==> config.mk <==
export PLATFORM = sky130hd
export DESIGN_NAME = alu_sequencer_flat
export DESIGN_NICKNAME = d
export VERILOG_FILES = /design/src/rtl/alu_sequencer_if.sv /design/src/rtl/alu_sequencer.sv /design/src/flat_wrapper.sv
export SDC_FILE = /design/constraint.sdc
export NUM_CORES = 1
export LEC_CHECK = 0
export ABC_CLOCK_PERIOD_IN_PS = 2800
export BUFFER_PORTS_ARGS = -buffer_cell sky130_fd_sc_hd__buf_4
export CAP_MARGIN = 25
export CORE_MARGIN = 2
export CORE_UTILIZATION = 40
export CTS_CLUSTER_SIZE = 24
export DETAILED_ROUTE_END_ITERATION = 12
export MAX_ROUTING_LAYER = met4
export PLACE_DENSITY = 0.71
export SLEW_MARGIN = 20
export SYNTH_ARGS = -nofsm -noshare
export SYNTH_HDL_FRONTEND = slang
export SYNTH_SLANG_ARGS = --single-unit
==> constraint.sdc <==
create_clock -name clk -period 2.8 [get_ports clk]
set_clock_uncertainty 0.15 [all_clocks]
set_input_delay 0.28 -clock clk [delete_from_list [all_inputs] [get_ports clk]]
set_output_delay 0.28 -clock clk [all_outputs]
set_load 0.01 [all_outputs]
==> src/rtl/alu_sequencer_if.sv <==
// Handshake, operand bus and ALU-side signals of the ALU sequencer.
// The master modport drives requests and the ALU result; the slave modport is the sequencer side.
interface alu_sequencer_if;
  logic        start;
  logic [3:0]  opcode;
  logic [31:0] bus_in;
  logic [31:0] alu_a;
  logic [31:0] alu_b;
  logic [3:0]  alu_ctl;
  logic [63:0] alu_c;
  logic [31:0] z_lo;
  logic [31:0] z_hi;
  logic [31:0] bus_out;
  logic        bus_drive;
  logic        busy;
  logic        done;
  logic        err;
  logic        dz;

  modport master (
    output start, opcode, bus_in, alu_c,
    input  alu_a, alu_b, alu_ctl, z_lo, z_hi, bus_out, bus_drive, busy, done, err, dz
  );

  modport slave (
    input  start, opcode, bus_in, alu_c,
    output alu_a, alu_b, alu_ctl, z_lo, z_hi, bus_out, bus_drive, busy, done, err, dz
  );
endinterface

==> src/rtl/alu_sequencer.sv <==
// Sequences one ALU operation: loads operands from a shared bus, waits a per-opcode
// number of cycles, captures the 64-bit result and returns it over the bus.
module alu_sequencer #(
  parameter int MUL_WAIT = 4,
  parameter int DIV_WAIT = 32
) (
  input logic            clk,
  input logic            clr,
  alu_sequencer_if.slave bus
);

  localparam int MAX_WAIT = (MUL_WAIT > DIV_WAIT) ? MUL_WAIT : DIV_WAIT;
  localparam int CW       = $clog2(MAX_WAIT + 1);

  localparam logic [3:0] OP_MUL = 4'd3;
  localparam logic [3:0] OP_DIV = 4'd4;
  localparam logic [3:0] OP_NOT = 4'd11;
  localparam logic [3:0] OP_NEG = 4'd12;

  typedef enum logic [2:0] {
    IDLE,
    LOAD_B,
    EXEC,
    CAPTURE,
    OUT_LO,
    OUT_HI
  } state_t;

  state_t        state_reg, state_next;
  logic [31:0]   a_reg, a_next;
  logic [31:0]   b_reg, b_next;
  logic [3:0]    ctl_reg, ctl_next;
  logic [63:0]   z_reg, z_next;
  logic [CW-1:0] cnt_reg, cnt_next;
  logic          err_reg, err_next;
  logic          dz_reg, dz_next;
  logic          wide_out;

  function automatic logic op_valid(input logic [3:0] op);
    return (op >= 4'd1) && (op <= 4'd12);
  endfunction

  function automatic logic op_unary(input logic [3:0] op);
    return (op == OP_NOT) || (op == OP_NEG);
  endfunction

  function automatic logic [CW-1:0] wait_for(input logic [3:0] op);
    if (op == OP_MUL)      return CW'(MUL_WAIT);
    else if (op == OP_DIV) return CW'(DIV_WAIT);
    else                   return CW'(1);
  endfunction

  always_ff @(posedge clk) begin
    if (clr) begin
      state_reg <= IDLE;
      a_reg     <= '0;
      b_reg     <= '0;
      ctl_reg   <= '0;
      z_reg     <= '0;
      cnt_reg   <= '0;
      err_reg   <= 1'b0;
      dz_reg    <= 1'b0;
    end else begin
      state_reg <= state_next;
      a_reg     <= a_next;
      b_reg     <= b_next;
      ctl_reg   <= ctl_next;
      z_reg     <= z_next;
      cnt_reg   <= cnt_next;
      err_reg   <= err_next;
      dz_reg    <= dz_next;
    end
  end

  always_comb begin
    state_next = state_reg;
    a_next     = a_reg;
    b_next     = b_reg;
    ctl_next   = ctl_reg;
    z_next     = z_reg;
    cnt_next   = cnt_reg;
    err_next   = err_reg;
    dz_next    = dz_reg;
    case (state_reg)
      IDLE: begin
        if (bus.start) begin
          a_next   = bus.bus_in;
          ctl_next = bus.opcode;
          err_next = 1'b0;
          dz_next  = 1'b0;
          if (!op_valid(bus.opcode)) begin
            // Invalid opcodes report through err and leave Z as it was.
            err_next   = 1'b1;
            state_next = OUT_LO;
          end else if (op_unary(bus.opcode)) begin
            b_next     = '0;
            cnt_next   = wait_for(bus.opcode);
            state_next = EXEC;
          end else begin
            state_next = LOAD_B;
          end
        end
      end
      LOAD_B: begin
        b_next = bus.bus_in;
        if ((ctl_reg == OP_DIV) && (bus.bus_in == 32'd0)) begin
          dz_next    = 1'b1;
          z_next     = '0;
          state_next = OUT_LO;
        end else begin
          cnt_next   = wait_for(ctl_reg);
          state_next = EXEC;
        end
      end
      EXEC: begin
        if (cnt_reg <= CW'(1)) begin
          cnt_next   = '0;
          state_next = CAPTURE;
        end else begin
          cnt_next = cnt_reg - CW'(1);
        end
      end
      CAPTURE: begin
        z_next     = bus.alu_c;
        state_next = OUT_LO;
      end
      OUT_LO: begin
        state_next = wide_out ? OUT_HI : IDLE;
      end
      OUT_HI: begin
        state_next = IDLE;
      end
      default: begin
        state_next = IDLE;
      end
    endcase
  end

  // Only a real (non divide-by-zero) multiply or divide returns the upper word.
  assign wide_out = ((ctl_reg == OP_MUL) || (ctl_reg == OP_DIV)) && !dz_reg;

  assign bus.alu_a     = a_reg;
  assign bus.alu_b     = b_reg;
  assign bus.alu_ctl   = ctl_reg;
  assign bus.z_lo      = z_reg[31:0];
  assign bus.z_hi      = z_reg[63:32];
  assign bus.err       = err_reg;
  assign bus.dz        = dz_reg;
  assign bus.busy      = (state_reg != IDLE);
  assign bus.bus_drive = (state_reg == OUT_LO) || (state_reg == OUT_HI);
  assign bus.done      = ((state_reg == OUT_LO) && !wide_out) || (state_reg == OUT_HI);
  assign bus.bus_out   = (state_reg == OUT_LO) ? z_reg[31:0] :
                         (state_reg == OUT_HI) ? z_reg[63:32] : 32'd0;

endmodule

==> src/flat_wrapper.sv <==
// flat-port wrapper written by rule: the top's interface ports become plain ports
module alu_sequencer_flat 
#(
  parameter int MUL_WAIT = 4,
  parameter int DIV_WAIT = 32
)
  (clk, clr, bus_start, bus_opcode, bus_bus_in, bus_alu_c, bus_alu_a, bus_alu_b, bus_alu_ctl, bus_z_lo, bus_z_hi, bus_bus_out, bus_bus_drive, bus_busy, bus_done, bus_err, bus_dz);
  alu_sequencer_if bus_i ();
  input logic clk;
  input logic clr;
  input wire logic [$bits(bus_i.start)-1:0] bus_start;
  input wire logic [$bits(bus_i.opcode)-1:0] bus_opcode;
  input wire logic [$bits(bus_i.bus_in)-1:0] bus_bus_in;
  input wire logic [$bits(bus_i.alu_c)-1:0] bus_alu_c;
  output wire logic [$bits(bus_i.alu_a)-1:0] bus_alu_a;
  output wire logic [$bits(bus_i.alu_b)-1:0] bus_alu_b;
  output wire logic [$bits(bus_i.alu_ctl)-1:0] bus_alu_ctl;
  output wire logic [$bits(bus_i.z_lo)-1:0] bus_z_lo;
  output wire logic [$bits(bus_i.z_hi)-1:0] bus_z_hi;
  output wire logic [$bits(bus_i.bus_out)-1:0] bus_bus_out;
  output wire logic [$bits(bus_i.bus_drive)-1:0] bus_bus_drive;
  output wire logic [$bits(bus_i.busy)-1:0] bus_busy;
  output wire logic [$bits(bus_i.done)-1:0] bus_done;
  output wire logic [$bits(bus_i.err)-1:0] bus_err;
  output wire logic [$bits(bus_i.dz)-1:0] bus_dz;
  assign bus_i.start = bus_start;
  assign bus_i.opcode = bus_opcode;
  assign bus_i.bus_in = bus_bus_in;
  assign bus_i.alu_c = bus_alu_c;
  assign bus_alu_a = bus_i.alu_a;
  assign bus_alu_b = bus_i.alu_b;
  assign bus_alu_ctl = bus_i.alu_ctl;
  assign bus_z_lo = bus_i.z_lo;
  assign bus_z_hi = bus_i.z_hi;
  assign bus_bus_out = bus_i.bus_out;
  assign bus_bus_drive = bus_i.bus_drive;
  assign bus_busy = bus_i.busy;
  assign bus_done = bus_i.done;
  assign bus_err = bus_i.err;
  assign bus_dz = bus_i.dz;
  alu_sequencer #(.MUL_WAIT(MUL_WAIT), .DIV_WAIT(DIV_WAIT)) u_core (.clk(clk), .clr(clr), .bus(bus_i));
endmodule
### Yosys cells after proc, flatten, opt, wreduce, memory -nomap -nowiden

Index checks and enable logic that the tools add are counted.

* output and inout bits: 169
* logic and storage cells: 80
* register bits after elaboration: 143
* bits of input ports: 103

* magnitude comparators: 3
* equal/unequal tests: 17
* reductions and logical operators: 22
* mux-type cells: 29
* $add $sub $neg: 1

Operators with widths (count)
* 32-bit 2-to-1 mux: 5
* 64-bit one-hot mux with 2 select lines: 1
* 64-bit 2-to-1 mux: 1
* 32-bit one-hot mux with 2 select lines: 1
* 6-bit 2-to-1 mux: 9
* 32-bit logical NOT: 1
* 6-bit one-hot mux with 3 select lines: 1
* 3-bit 2-to-1 mux: 5
* 3-bit one-hot mux with 5 select lines: 1
* 4-bit by 2-bit equality test with 1-bit output (second input constant): 2
* 4-bit by 3-bit equality test with 1-bit output (second input constant): 2
* 4-bit equality test (second input constant): 2
* 2-bit by 1-bit != test with 1-bit output (second input constant): 4
* 3-bit by 2-bit equality test with 1-bit output (second input constant): 2
* 3-bit equality test (second input constant): 2
* 6-bit by 1-bit less-or-equal comparator with 1-bit output (second input constant): 1
* 2-bit AND reduction: 3
* 3-bit nonzero test: 2
* 6-bit by 1-bit subtractor with 6-bit output (second input constant): 1
* 5-bit AND reduction: 1
* 4-bit by 1-bit >= comparator with 1-bit output (second input constant): 1
* 4-bit less-or-equal comparator (second input constant): 1
* 1-bit logical AND: 4
* 1-bit logical OR: 4
* other kinds (10): 15

### Logic depth before layout (Yosys ltp)

* depth after elaboration: 7
* depth in mapped cells: 8
* gate-level depth less buffers: 7

### Worst setup path after synthesis

OpenSTA, ideal clock, no wires.

* kind: flip-flop to flip-flop
* from: register u_core.ctl_reg[0] (netlist: u_core.bus.alu_ctl[0])
* to: register u_core.z_reg[10]
* arrival: 1909 ps
* path slack: 625 ps
* stages on the path, launching flop included: 8
* setup time: 117 ps
* cells stage by stage: dfxtp_1 -> nor4b_1 -> nand4_1 -> or3_1 -> and3_1 -> buf_6 -> buf_6 -> a22o_1

* longest elaborated chain between the ends: 4

Ends and longest elaborated chain
* start: declaration: RTL line alu_sequencer.sv:32 `logic [3:0] ctl_reg, ctl_next;`
* start signal: assignment: RTL line alu_sequencer.sv:67 `ctl_reg <= ctl_next;`
* 4-bit by 3-bit equality test with 1-bit output: RTL line alu_sequencer.sv:106 `if ((ctl_reg == OP_DIV) && (bus.bus_in == 32'd0)) begin`
* 1-bit logical AND: RTL line alu_sequencer.sv:106
* 2-bit by 1-bit != test with 1-bit output (no line)
* 2-bit AND reduction (no line)
* end signal: assignment: RTL line alu_sequencer.sv:68 `z_reg <= z_next;`
* end: declaration: RTL line alu_sequencer.sv:33 `logic [63:0] z_reg, z_next;`

Every way passes these cells.
A chain may end at the register's enable or synchronous reset.

### Worst setup path in the final report

* from: input port bus_bus_in[17]
* to: register u_core.z_reg[11]

* longest elaborated chain between the ends: 4

Ends and longest elaborated chain
* start: declaration: RTL line flat_wrapper.sv:13 `input wire logic [$bits(bus_i.bus_in)-1:0] bus_bus_in;`
* 32-bit logical NOT: RTL line alu_sequencer.sv:106
* 1-bit logical AND: RTL line alu_sequencer.sv:106
* 2-bit by 1-bit != test with 1-bit output (no line)
* 2-bit AND reduction (no line)

Every way passes these cells.

==> flow_metrics.py <==
metrics = {
    "status": {
        "run_status": "finished clean",
    },
    "critical_path": {
        "reg2reg_from": "u_core.bus.alu_ctl[0]",
        "arrival_ns": 2.86,
        "reg2reg_depth": 6,
        "critPathKind": "in -> reg",
        "r2r_slack_ns": 0.35,
        "endpoint_kind": "flop",
        "crit_end": "u_core.z_reg[11]",
        "cp.required_ns": 2.94,
        "regToRegEndpoint": "u_core.z_reg[11]",
        "start_kind": "input port",
        "crit_fanout": 64,
        "worstSetupStartpoint": "bus_bus_in[17]",
    },
    "sta": {
        "max_freq_mhz": 367.4,
        "tightest_slew_ns": 0.7556,
        "hold_violations": 0,
        "slew_violations": 0,
        "setup_viol": 0,
        "rsz0062_at_grt": "false",
        "setup_tns_ns": 0,
        "slew_headroom": 0.4963,
        "min_period_over_period": 0.9721,
        "finalCriticalPeriod_ns": 2.722,
    },
    "power": {
        "seq_power_share": 0.422,
        "p_sw_uw": 1286,
        "peakVddDrop_uv": 332.7,
        "switching_share": 0.2488,
        "pwr-share-comb": 0.165,
        "internal-power_uw": 3882,
        "p_total_uw": 5167,
        "powerDensity_nw_per_um2": 552.9,
        "p_clk_frac": 0.413,
        "p_leak_uw": 0.004090,
    },
    "clock_tree": {
        "root_buffer": "clkbuf_16",
        "h-tree-depth": 4,
        "worstSkewPairLatency_ns": 0.41,
        "cts_tree": "yes",
        "clock_sinks": 143,
        "cts.clk_slew.worst_paths_ns": 0.06,
        "cts_made_buffers": 17,
        "clockBufferDepth": 2,
    },
    "logic_synthesis": {
        "synth-seq-cells": 143,
        "yosysUniqueCellTypes": 46,
        "postSynthNetCount": 707,
        "synth_edf_count": 0,
        "netlist_instances": 602,
        "avgSynthCellArea_um2": 9.315,
        "ys_warn_count": 0,
        "async_flop_share": 0,
        "ys_seq_area_frac": 0.5105,
        "syn_area_um2": 5608,
        "synth_ff_type": "dfxtp_1",
    },
    "drt": {
        "drc_errors": 0,
        "totalWireLength_um": 19630,
        "first_pass_iters": 5,
        "vias": 6052,
        "drt_iter0_drc": 391,
        "routedLengthMet1_um": 7945,
        "antenna_left": 0,
        "routedWlPerCell_um": 17.11,
        "wl_met3_um": 1291,
        "vias_per_cell": 5.276,
        "wl_met2_um": 9927,
        "top_layer_used": "met4",
    },
    "global_route": {
        "grt_max_degree": 78,
        "grt_pass1_wl_um": 30140,
        "gr-total-overflow": 0,
        "grt_pass1_vias": 5936,
        "grt_use_total": 0.2651,
        "antenna_found_initial": 0,
    },
    "floorplan": {
        "ios": 272,
        "start_util": 0.4072,
        "rows": 43,
        "die_x_um": 122.4,
        "core_um2": 13770,
        "die_y_um": 122.4,
        "die-area_um2": 14980,
    },
    "placement": {
        "place.gp.congestion": 0.8823,
        "dp.cells": 1019,
        "dp_hpwl_um": 12800,
        "dpl_cell_area_um2": 7786,
        "io_buffers": 271,
    },
    "finish": {
        "fillers": 1036,
        "finalNonFillerCells": 1147,
        "design_area_um2": 9345,
        "largest_reg_flops": 64,
        "drive_gt1_frac": 0.3330,
        "register_area_um2": 2864,
        "multi_input_area_um2": 2511,
        "diodes": 0,
        "postLayoutCoreUtil": 0.6785,
        "syn_to_final_growth_pct": 66.64,
        "final_nets": 1061,
    },
    "worst_hold_path": {
        "hp-start": "bus_opcode[1]",
        "min_path_type": "in -> reg",
    },
    "job": {
        "cap_viol_max_count": 0,
    },
}
-- critical path: stages --
cell	delay (ns)
dlygate4sd3_1	0.54
buf_4	0.15
nor4_1	0.52
nand4_1	0.23
or3_4	0.40
and3_2	0.23
buf_12	0.19
a22o_1	0.28
-- synthesized netlist by cell type (5+ instances only) --
master    instances  area share
nor4_1            8      0.0089
o31ai_1           5      0.0067
inv_1             7      0.0047
nand2_1          82       0.055
a22o_1           64        0.10
a21oi_1          48       0.043
clkbuf_1         37       0.025
buf_6             7       0.014
nor2_1           72       0.048
a22oi_1          33       0.044
nor3_1            6      0.0054
mux2i_1          33       0.059
dfxtp_1         143        0.51
-- cell type report --
| type | instances | share of cell area |
|---|---|---|
| repair buffers | 383 | 0.3379 |
| flip-flops and latches | 143 | 0.3065 |
| multi-input cells | 404 | 0.2687 |
| clock buffers | 25 | 0.05409 |
| well taps | 180 | 0.02410 |
| clock inverters | 5 | 0.005891 |
| inverters | 7 | 0.002812 |
-- power by group through the flow --
stage / Combinational, uW / Sequential (uW) / Clock, uW
2_1_floorplan: 343 / 2250 / 0
3_3_place_gp: 715 / 2220 / 0
3_5_place_dp: 728 / 2220 / 0
4_1_cts: 842 / 2180 / 2170
5_1_grt: 919 / 2190 / 2270
6_report: 853 / 2180 / 2130
-- repair_timing --
item / 4_1_cts / 5_1_grt
endpoints found under the hold margin: 125 / 0
resized for setup: 0 / 3
setup buffers: 0 / 0
endpoints found under the setup margin: 0 / 64
hold buffers: 98 / 0
-- routing by layer --
| metal | GRT usage | vias to the layer above |
|---|---|---|
| li1 | - | 2866 |
| met5 | - | - |
| met1 | 0.3099 | 2894 |
| met3 | 0.06320 | 32 |
| met2 | 0.4465 | 260 |
| met4 | 0.09124 | 0 |
-- through the flow --
step | setup WS (ns) | hold slack (ns)
after floorplan | 0.6247 | 0.2555
after detailed placement | 0.1440 | 0.2970
final | 0.07804 | 0.03732
after global placement | 0.1835 | 0.2932
after CTS | 0.02198 | 0.008702
after global routing | 0.03919 | 0.02148
-- cell usage in the layout, fill, tap and decap left out, types with 2 or more instances in the layout --
cell type and instances:
clkinvlp_4 2, buf_4 282, o21a_1 4, a21oi_1 47
nor3_1 6, o31a_1 2, nor2_1 71, o31ai_1 5
nand2_1 82, ha_1 2, nand2b_1 4, dfxtp_1 142
nor4b_1 3, o21ai_0 4, inv_1 7, mux2i_1 33
clkbuf_8 5, buf_12 3, clkinv_2 2, nand4_1 3
dlygate4sd3_1 98, a22o_1 64, or4_1 3, clkbuf_1 3
clkbuf_16 17, a211oi_1 4, nor4_1 6, a31oi_1 2
a22oi_1 33, nor4_2 2
-- cells by family after synthesis --
logic type / synth area share
compound gates: 0.2251
xor+xnor: 0.001562
fa+ha+maj: 0.004462
buf+inv: 0.04708
flops: 0.5105
mux: 0.05890
simple gates: 0.1524
-- worst min path at each step --
stage	end	cells after the start	slack (ns)
after global placement	u_core.bus.alu_a[31]	2	0.29
final	u_core.bus.alu_ctl[1]	3	0.04
after global routing	u_core.bus.alu_ctl[2]	3	0.02
after CTS	u_core.bus.alu_ctl[2]	3	0.009
after detailed placement	u_core.bus.alu_a[24]	2	0.30
after floorplan	u_core.z_reg[10]	1	0.26
Note: power is estimated with default switching activity, not from simulation.
